$ cat src/rtl/led_pwm_fader_if.sv
// Pattern handshake between a pattern source and the LED PWM fader.
// The source offers PATTERN with PATTERN_VALID; the fader accepts it when PATTERN_READY is high.
interface led_pwm_fader_if;
  logic [7:0] PATTERN;
  logic       PATTERN_VALID;
  logic       PATTERN_READY;

  modport master (output PATTERN, output PATTERN_VALID, input PATTERN_READY);
  modport slave  (input PATTERN, input PATTERN_VALID, output PATTERN_READY);
endinterface

$ cat src/rtl/led_pwm_fader.sv
// Eight-channel PWM LED driver: patterns are accepted at any time but applied at PWM
// period boundaries, and LEDs being switched off either drop at once or fade out.
module led_pwm_fader #(
  parameter int unsigned PWM_BITS = 4,
  parameter int unsigned PRESCALE = 4,
  parameter int unsigned FADE_DIV = 2
) (
  input  logic                CLK,
  input  logic                RST_N,
  led_pwm_fader_if.slave      pat_if,
  input  logic [PWM_BITS-1:0] BRIGHT,
  input  logic                FADE_EN,
  output logic [7:0]          LED,
  output logic                BUSY
);

  localparam int unsigned PS_W = (PRESCALE > 1) ? $clog2(PRESCALE) : 1;
  localparam int unsigned FD_W = (FADE_DIV > 1) ? $clog2(FADE_DIV) : 1;
  localparam logic [PWM_BITS-1:0] MAX_LVL = {PWM_BITS{1'b1}};
  localparam logic [PS_W-1:0]     PS_LAST = PS_W'(PRESCALE - 1);
  localparam logic [FD_W-1:0]     FD_LAST = FD_W'(FADE_DIV - 1);

  logic [PS_W-1:0]     ps_r, ps_nxt_s;
  logic [PWM_BITS-1:0] pwm_r, pwm_nxt_s;
  logic [FD_W-1:0]     fade_r, fade_nxt_s;
  logic [7:0]          pend_pat_r;
  logic                pend_r, pend_nxt_s;
  logic                ready_r;
  logic [7:0]          tgt_r, tgt_nxt_s;
  logic [PWM_BITS-1:0] lvl_r [8];
  logic [PWM_BITS-1:0] lvl_nxt_s [8];
  logic [7:0]          led_r, led_nxt_s;
  logic [7:0]          off_lit_s;
  logic                ps_wrap_s, boundary_s, fade_wrap_s, xfer_s;

  assign ps_wrap_s   = (ps_r == PS_LAST);
  assign boundary_s  = ps_wrap_s && (pwm_r == MAX_LVL);
  assign fade_wrap_s = boundary_s && (fade_r == FD_LAST);
  assign xfer_s      = pat_if.PATTERN_VALID && ready_r;

  // Prescale, PWM phase and fade-period counters.
  always_comb begin
    ps_nxt_s   = ps_r;
    pwm_nxt_s  = pwm_r;
    fade_nxt_s = fade_r;
    if (ps_wrap_s) begin
      ps_nxt_s  = {PS_W{1'b0}};
      pwm_nxt_s = pwm_r + PWM_BITS'(1);
    end else begin
      ps_nxt_s  = ps_r + PS_W'(1);
      pwm_nxt_s = pwm_r;
    end
    if (!boundary_s) begin
      fade_nxt_s = fade_r;
    end else if (fade_r == FD_LAST) begin
      fade_nxt_s = {FD_W{1'b0}};
    end else begin
      fade_nxt_s = fade_r + FD_W'(1);
    end
  end

  // Pattern handshake: one pending slot, emptied into the target at a period boundary.
  always_comb begin
    tgt_nxt_s  = tgt_r;
    pend_nxt_s = pend_r;
    if (boundary_s && pend_r) begin
      tgt_nxt_s = pend_pat_r;
    end else begin
      tgt_nxt_s = tgt_r;
    end
    if (xfer_s) begin
      pend_nxt_s = 1'b1;
    end else if (boundary_s) begin
      pend_nxt_s = 1'b0;
    end else begin
      pend_nxt_s = pend_r;
    end
  end

  // Per-LED level update and PWM compare against the phase of the coming cycle.
  always_comb begin
    for (int i = 0; i < 8; i++) begin
      lvl_nxt_s[i] = lvl_r[i];
      if (!boundary_s) begin
        lvl_nxt_s[i] = lvl_r[i];
      end else if (tgt_nxt_s[i]) begin
        lvl_nxt_s[i] = BRIGHT;
      end else if (!FADE_EN) begin
        lvl_nxt_s[i] = {PWM_BITS{1'b0}};
      end else if (fade_wrap_s && !tgt_r[i] && (lvl_r[i] != {PWM_BITS{1'b0}})) begin
        // an LED whose old target was 1 is newly off and holds for this boundary
        lvl_nxt_s[i] = lvl_r[i] - PWM_BITS'(1);
      end else begin
        lvl_nxt_s[i] = lvl_r[i];
      end
      led_nxt_s[i] = (lvl_nxt_s[i] == MAX_LVL) || (lvl_nxt_s[i] > pwm_nxt_s);
      off_lit_s[i] = !tgt_r[i] && (lvl_r[i] != {PWM_BITS{1'b0}});
    end
  end

  // State registers with synchronous active-low reset.
  always_ff @(posedge CLK) begin
    if (!RST_N) begin
      ps_r       <= {PS_W{1'b0}};
      pwm_r      <= {PWM_BITS{1'b0}};
      fade_r     <= {FD_W{1'b0}};
      pend_pat_r <= 8'h00;
      pend_r     <= 1'b0;
      ready_r    <= 1'b0;
      tgt_r      <= 8'h00;
      led_r      <= 8'h00;
      for (int i = 0; i < 8; i++) begin
        lvl_r[i] <= {PWM_BITS{1'b0}};
      end
    end else begin
      ps_r    <= ps_nxt_s;
      pwm_r   <= pwm_nxt_s;
      fade_r  <= fade_nxt_s;
      pend_r  <= pend_nxt_s;
      ready_r <= !pend_nxt_s;
      tgt_r   <= tgt_nxt_s;
      led_r   <= led_nxt_s;
      lvl_r   <= lvl_nxt_s;
      if (xfer_s) begin
        pend_pat_r <= pat_if.PATTERN;
      end else begin
        pend_pat_r <= pend_pat_r;
      end
    end
  end

  assign pat_if.PATTERN_READY = ready_r;
  assign LED  = led_r;
  assign BUSY = |off_lit_s;

endmodule

$ cat src/flat_wrapper.sv
// flat-port wrapper written by rule: the top's interface ports become plain ports
module led_pwm_fader_flat 
#(
  parameter int unsigned PWM_BITS = 4,
  parameter int unsigned PRESCALE = 4,
  parameter int unsigned FADE_DIV = 2
)
  (CLK, RST_N, BRIGHT, FADE_EN, LED, BUSY, pat_if_PATTERN, pat_if_PATTERN_VALID, pat_if_PATTERN_READY);
  led_pwm_fader_if pat_if_i ();
  input  logic CLK;
  input  logic RST_N;
  input  logic [PWM_BITS-1:0] BRIGHT;
  input  logic FADE_EN;
  output logic [7:0] LED;
  output logic BUSY;
  input wire logic [$bits(pat_if_i.PATTERN)-1:0] pat_if_PATTERN;
  input wire logic [$bits(pat_if_i.PATTERN_VALID)-1:0] pat_if_PATTERN_VALID;
  output wire logic [$bits(pat_if_i.PATTERN_READY)-1:0] pat_if_PATTERN_READY;
  assign pat_if_i.PATTERN = pat_if_PATTERN;
  assign pat_if_i.PATTERN_VALID = pat_if_PATTERN_VALID;
  assign pat_if_PATTERN_READY = pat_if_i.PATTERN_READY;
  led_pwm_fader #(.PWM_BITS(PWM_BITS), .PRESCALE(PRESCALE), .FADE_DIV(FADE_DIV)) u_core (.CLK(CLK), .RST_N(RST_N), .pat_if(pat_if_i), .BRIGHT(BRIGHT), .FADE_EN(FADE_EN), .LED(LED), .BUSY(BUSY));
endmodule
$ cat config.mk
export PLATFORM = sky130hd
export DESIGN_NAME = led_pwm_fader_flat
export DESIGN_NICKNAME = d
export VERILOG_FILES = /design/src/rtl/led_pwm_fader_if.sv /design/src/rtl/led_pwm_fader.sv /design/src/flat_wrapper.sv
export SDC_FILE = /design/constraint.sdc
export NUM_CORES = 1
export LEC_CHECK = 0
export ABC_AREA = 1
export CAP_MARGIN = 20
export CORE_ASPECT_RATIO = 1.2
export CORE_UTILIZATION = 45
export CTS_CLUSTER_DIAMETER = 200
export DETAILED_ROUTE_END_ITERATION = 6
export HOLD_SLACK_MARGIN = 0.15
export PLACE_DENSITY = 0.65
export SETUP_SLACK_MARGIN = 0.05
export SKIP_CTS_REPAIR_TIMING = 1
export SLEW_MARGIN = 20
export SYNTH_ARGS = -nofsm -noshare
export SYNTH_HDL_FRONTEND = slang
export SYNTH_SLANG_ARGS = --single-unit
$ cat constraint.sdc
create_clock -name CLK -period 2.6 [get_ports CLK]
set_input_delay 0.52 -clock CLK [delete_from_list [all_inputs] [get_ports CLK]]
set_output_delay 0.52 -clock CLK [all_outputs]
set_load 0.1 [all_outputs]
==> out/qor.yml <==
status:
  status: "finished, final reports clean"
placed_design:
  port_buffers: 25
  place_congestion: 0.915
  place_hpwl_um: 10000
clocking:
  htreeDepth: 3
  clk_latency_ns: 0.34
  clk_path_buf_depth: 2
  cts_root_buf: "clkbuf_16"
  cts_tree: "done"
  cts_buffers: 9
  clk_pin_slew_ns: 0.05
  clock_sinks: 65
detailed_routing:
  dr.pass1.iters: 5
  first_iter_violations: 272
  ant_nets: 0
  drc: 0
  num_vias: 5034
  wl_um: 14100
  viasPerCell: 5.25
  post_drt_wl_per_cell_um: 14.7
critical_path:
  cp_top_family: "simple AND/OR/NAND/NOR gates"
  arrival_ns: 2.74
  crit_path_max_incr_delay_ns: 0.36
  crit_path_start_kind: "register"
  critPathBufInv: 3
  crit_type: "register to register"
  crit_path_cell_trace: "ha_4 > nand2_4 > nor2_8 > buf_6 > buf_6 > nand3_4 > nand2_4 > inv_2 > o21ai_2 > nor2_2 > nor2_2 > ha_1 > a21oi_1 > a21boi_1 > o211ai_1 > nand2_1"
  cp.required_ns: 2.83
  end_kind: "register"
  critical-path-slowest-cell: "dfxtp_4"
  path_max_fanout: 6
finish:
  num-nets-final: 883
  drive_gt1_share_pct: 24.7
  area_growth_pct: 32.4
  antenna_cells: 0
worst_hold_path:
  hold_path_class: "register to register"
power_and_ir_drop:
  comb_power_share_pct: 12.4
  leakage_nw: 3.05
  switchingPower_mw: 0.705
  p_total_mw: 2.68
  sw_frac_of_total_pct: 26.3
  power.internal_mw: 1.97
  pwr-share-clk_pct: 48.6
  power_frac_seq_pct: 39.0
  vdd_drop_max_mv: 0.297
  p_per_area_nw_per_um2: 420
timing:
  max-slew-margin-rel_pct: 64.8
  holdWs_ns: 0.432
  fin_crit_sh_pct: 96.6
  finalSetupViolCount: 0
  fmax_mhz: 398
  period_needed_ns: 2.51
  rsz0062_at_grt: "yes"
  hold_viol: 0
  worst_pin_slew_ns: 0.527
  setup_tns_ns: 0
  maxSlewViolCount: 0
  fin_skew_ns: 0.00656
logic_synthesis:
  synth.distinct_cells: 40
  synthesis.nets: 809
  seq_area_frac_synth_pct: 27.0
  ys_ff_latch: 65
  synth_edf_count: 0
  netlist_area_um2: 4820
  synth_ff_type: "dfxtp_1"
  ys_warn_count: 0
  async_reset_ff_share_pct: 0
  synth_cells: 751
  synth.avg_cell_area_um2: 6.42
global_routing:
  grt_max_degree: 28
  antenna_found_initial: 0
  globalRoute.totalOverflow: 0
  grtUsageTotal_pct: 26.1
  grt_pass1_vias: 4677
  grt_pass1_wl_um: 22000
floorplan:
  rows: 41
  ios: 26
  floorplan.initialDensity_pct: 46.1
  coreArea_um2: 10500
  die_w_um: 96.5
  die_h_um: 115
  die_area_um2: 11100
flow_run:
  drv_cap: 0
-- power by group through the flow --
| stage | logic [mW] | clock network [mW] | registers [mW] |
|---|---|---|---|
| 2_1_floorplan | 0.122 | 0 | 1.14 |
| 3_3_place_gp | 0.307 | 0 | 1.06 |
| 3_5_place_dp | 0.314 | 0 | 1.06 |
| 4_1_cts | 0.314 | 1.31 | 1.04 |
| 5_1_grt | 0.360 | 1.35 | 1.05 |
| 6_report | 0.332 | 1.30 | 1.04 |
-- worst register-to-register path: cells and delay by family (launching register included) --
| family | cells | cell delay [ns] |
|---|---|---|
| adders and majority gates | 2 | 0.41 |
| DFF | 1 | 0.36 |
| AOI/OAI and AO/OA | 4 | 0.50 |
| and+or+nand+nor | 7 | 0.80 |
| buffers and inverters | 3 | 0.34 |
-- cells in the final DEF, fill, tap and decap left out, types with 15 or more instances in the layout --
cell and n:
a21oi_1 20, a21oi_2 16, buf_4 57, clkdlybuf4s50_1 15, dfxtp_1 61, ha_1 30, inv_1 97, nand2_1 200
nand2_2 17, nand3_1 39, nor2_1 76, o21ai_0 15, o21ai_1 18
-- per-layer routing --
layer	part of all wire [%]	up-vias	track usage [%]
li1	-	2541	-
met1	44	2352	32.2
met2	51	115	45.3
met3	3.3	26	3.31
met4	2.3	0	10.4
met5	0	-	0
-- worst paths after layout --
check | startpoint | endpoint | slack (ns) | cells after the start
setup / recovery | u_core.pwm_r[0] | u_core.LED[5] | 0.09 | 16
hold / removal | u_core.ps_r[0] | u_core.ps_r[0] | 0.43 | 1
setup reg to reg | u_core.pwm_r[0] | u_core.LED[5] | 0.09 | 16
hold reg to reg | u_core.ps_r[0] | u_core.ps_r[0] | 0.43 | 1
-- registers in the layout (all words and copies together), names as in the netlist --
name,count
u_core.LED,8
u_core.pwm_r,4
u_core.lvl_r,32
u_core.pat_if.PATTERN_READY,1
u_core.pend_r,1
u_core.pend_pat_r,8
u_core.ps_r,2
u_core.tgt_r,8
u_core.fade_r,1
-- final cells by class --
type,instances,area (um2)
Fill cell,948,4080
Multi-Input combinational cell,555,3450
Sequential cell,65,1310
Timing Repair Buffer,83,732
Inverter,111,417
Clock buffer,10,229
Tap cell,129,161
Clock inverter,6,82.6
-- cells in the mapped netlist (5+ instances only) --
cell,n,area share [%]
a21oi_1,28,2.9
a21oi_2,8,1.5
buf_2,7,0.73
clkbuf_1,8,0.62
dfxtp_1,65,27
ha_1,42,11
inv_1,106,8.3
nand2_1,220,17
nand2_2,9,1.2
nand3_1,49,5.1
nand3_2,10,2.1
nand4_1,11,1.4
nor2_1,85,6.6
nor3_1,6,0.62
o21ai_0,22,2.3
o21ai_1,18,1.9
o21bai_1,6,0.93
xnor2_1,5,0.91
-- logic make-up (layout without fill, tap and decap cells) --
logic type | after synthesis | after routing | share of synthesized area, %
compound gates | 94 | 94 | 11.7
xor+xnor | 8 | 8 | 1.45
fa+ha+maj | 42 | 42 | 10.9
buf+inv | 131 | 210 | 11.0
flops | 65 | 65 | 27.0
mux | 1 | 1 | 0.208
simple gates | 410 | 410 | 37.8
-- through the flow --
stage	cells	worst slack, ns	instance area, um2	util (%)
3_3_place_gp	921	0.0642	5390	51.5
6_report	959	0.0884	6380	61.0
4_1_cts	937	-0.0975	5700	54.5
5_1_grt	959	-0.0565	6380	61.0
2_1_floorplan	751	0.179	4820	-
3_5_place_dp	921	-0.0801	5390	51.5
Power figures use the tool's default switching activity.
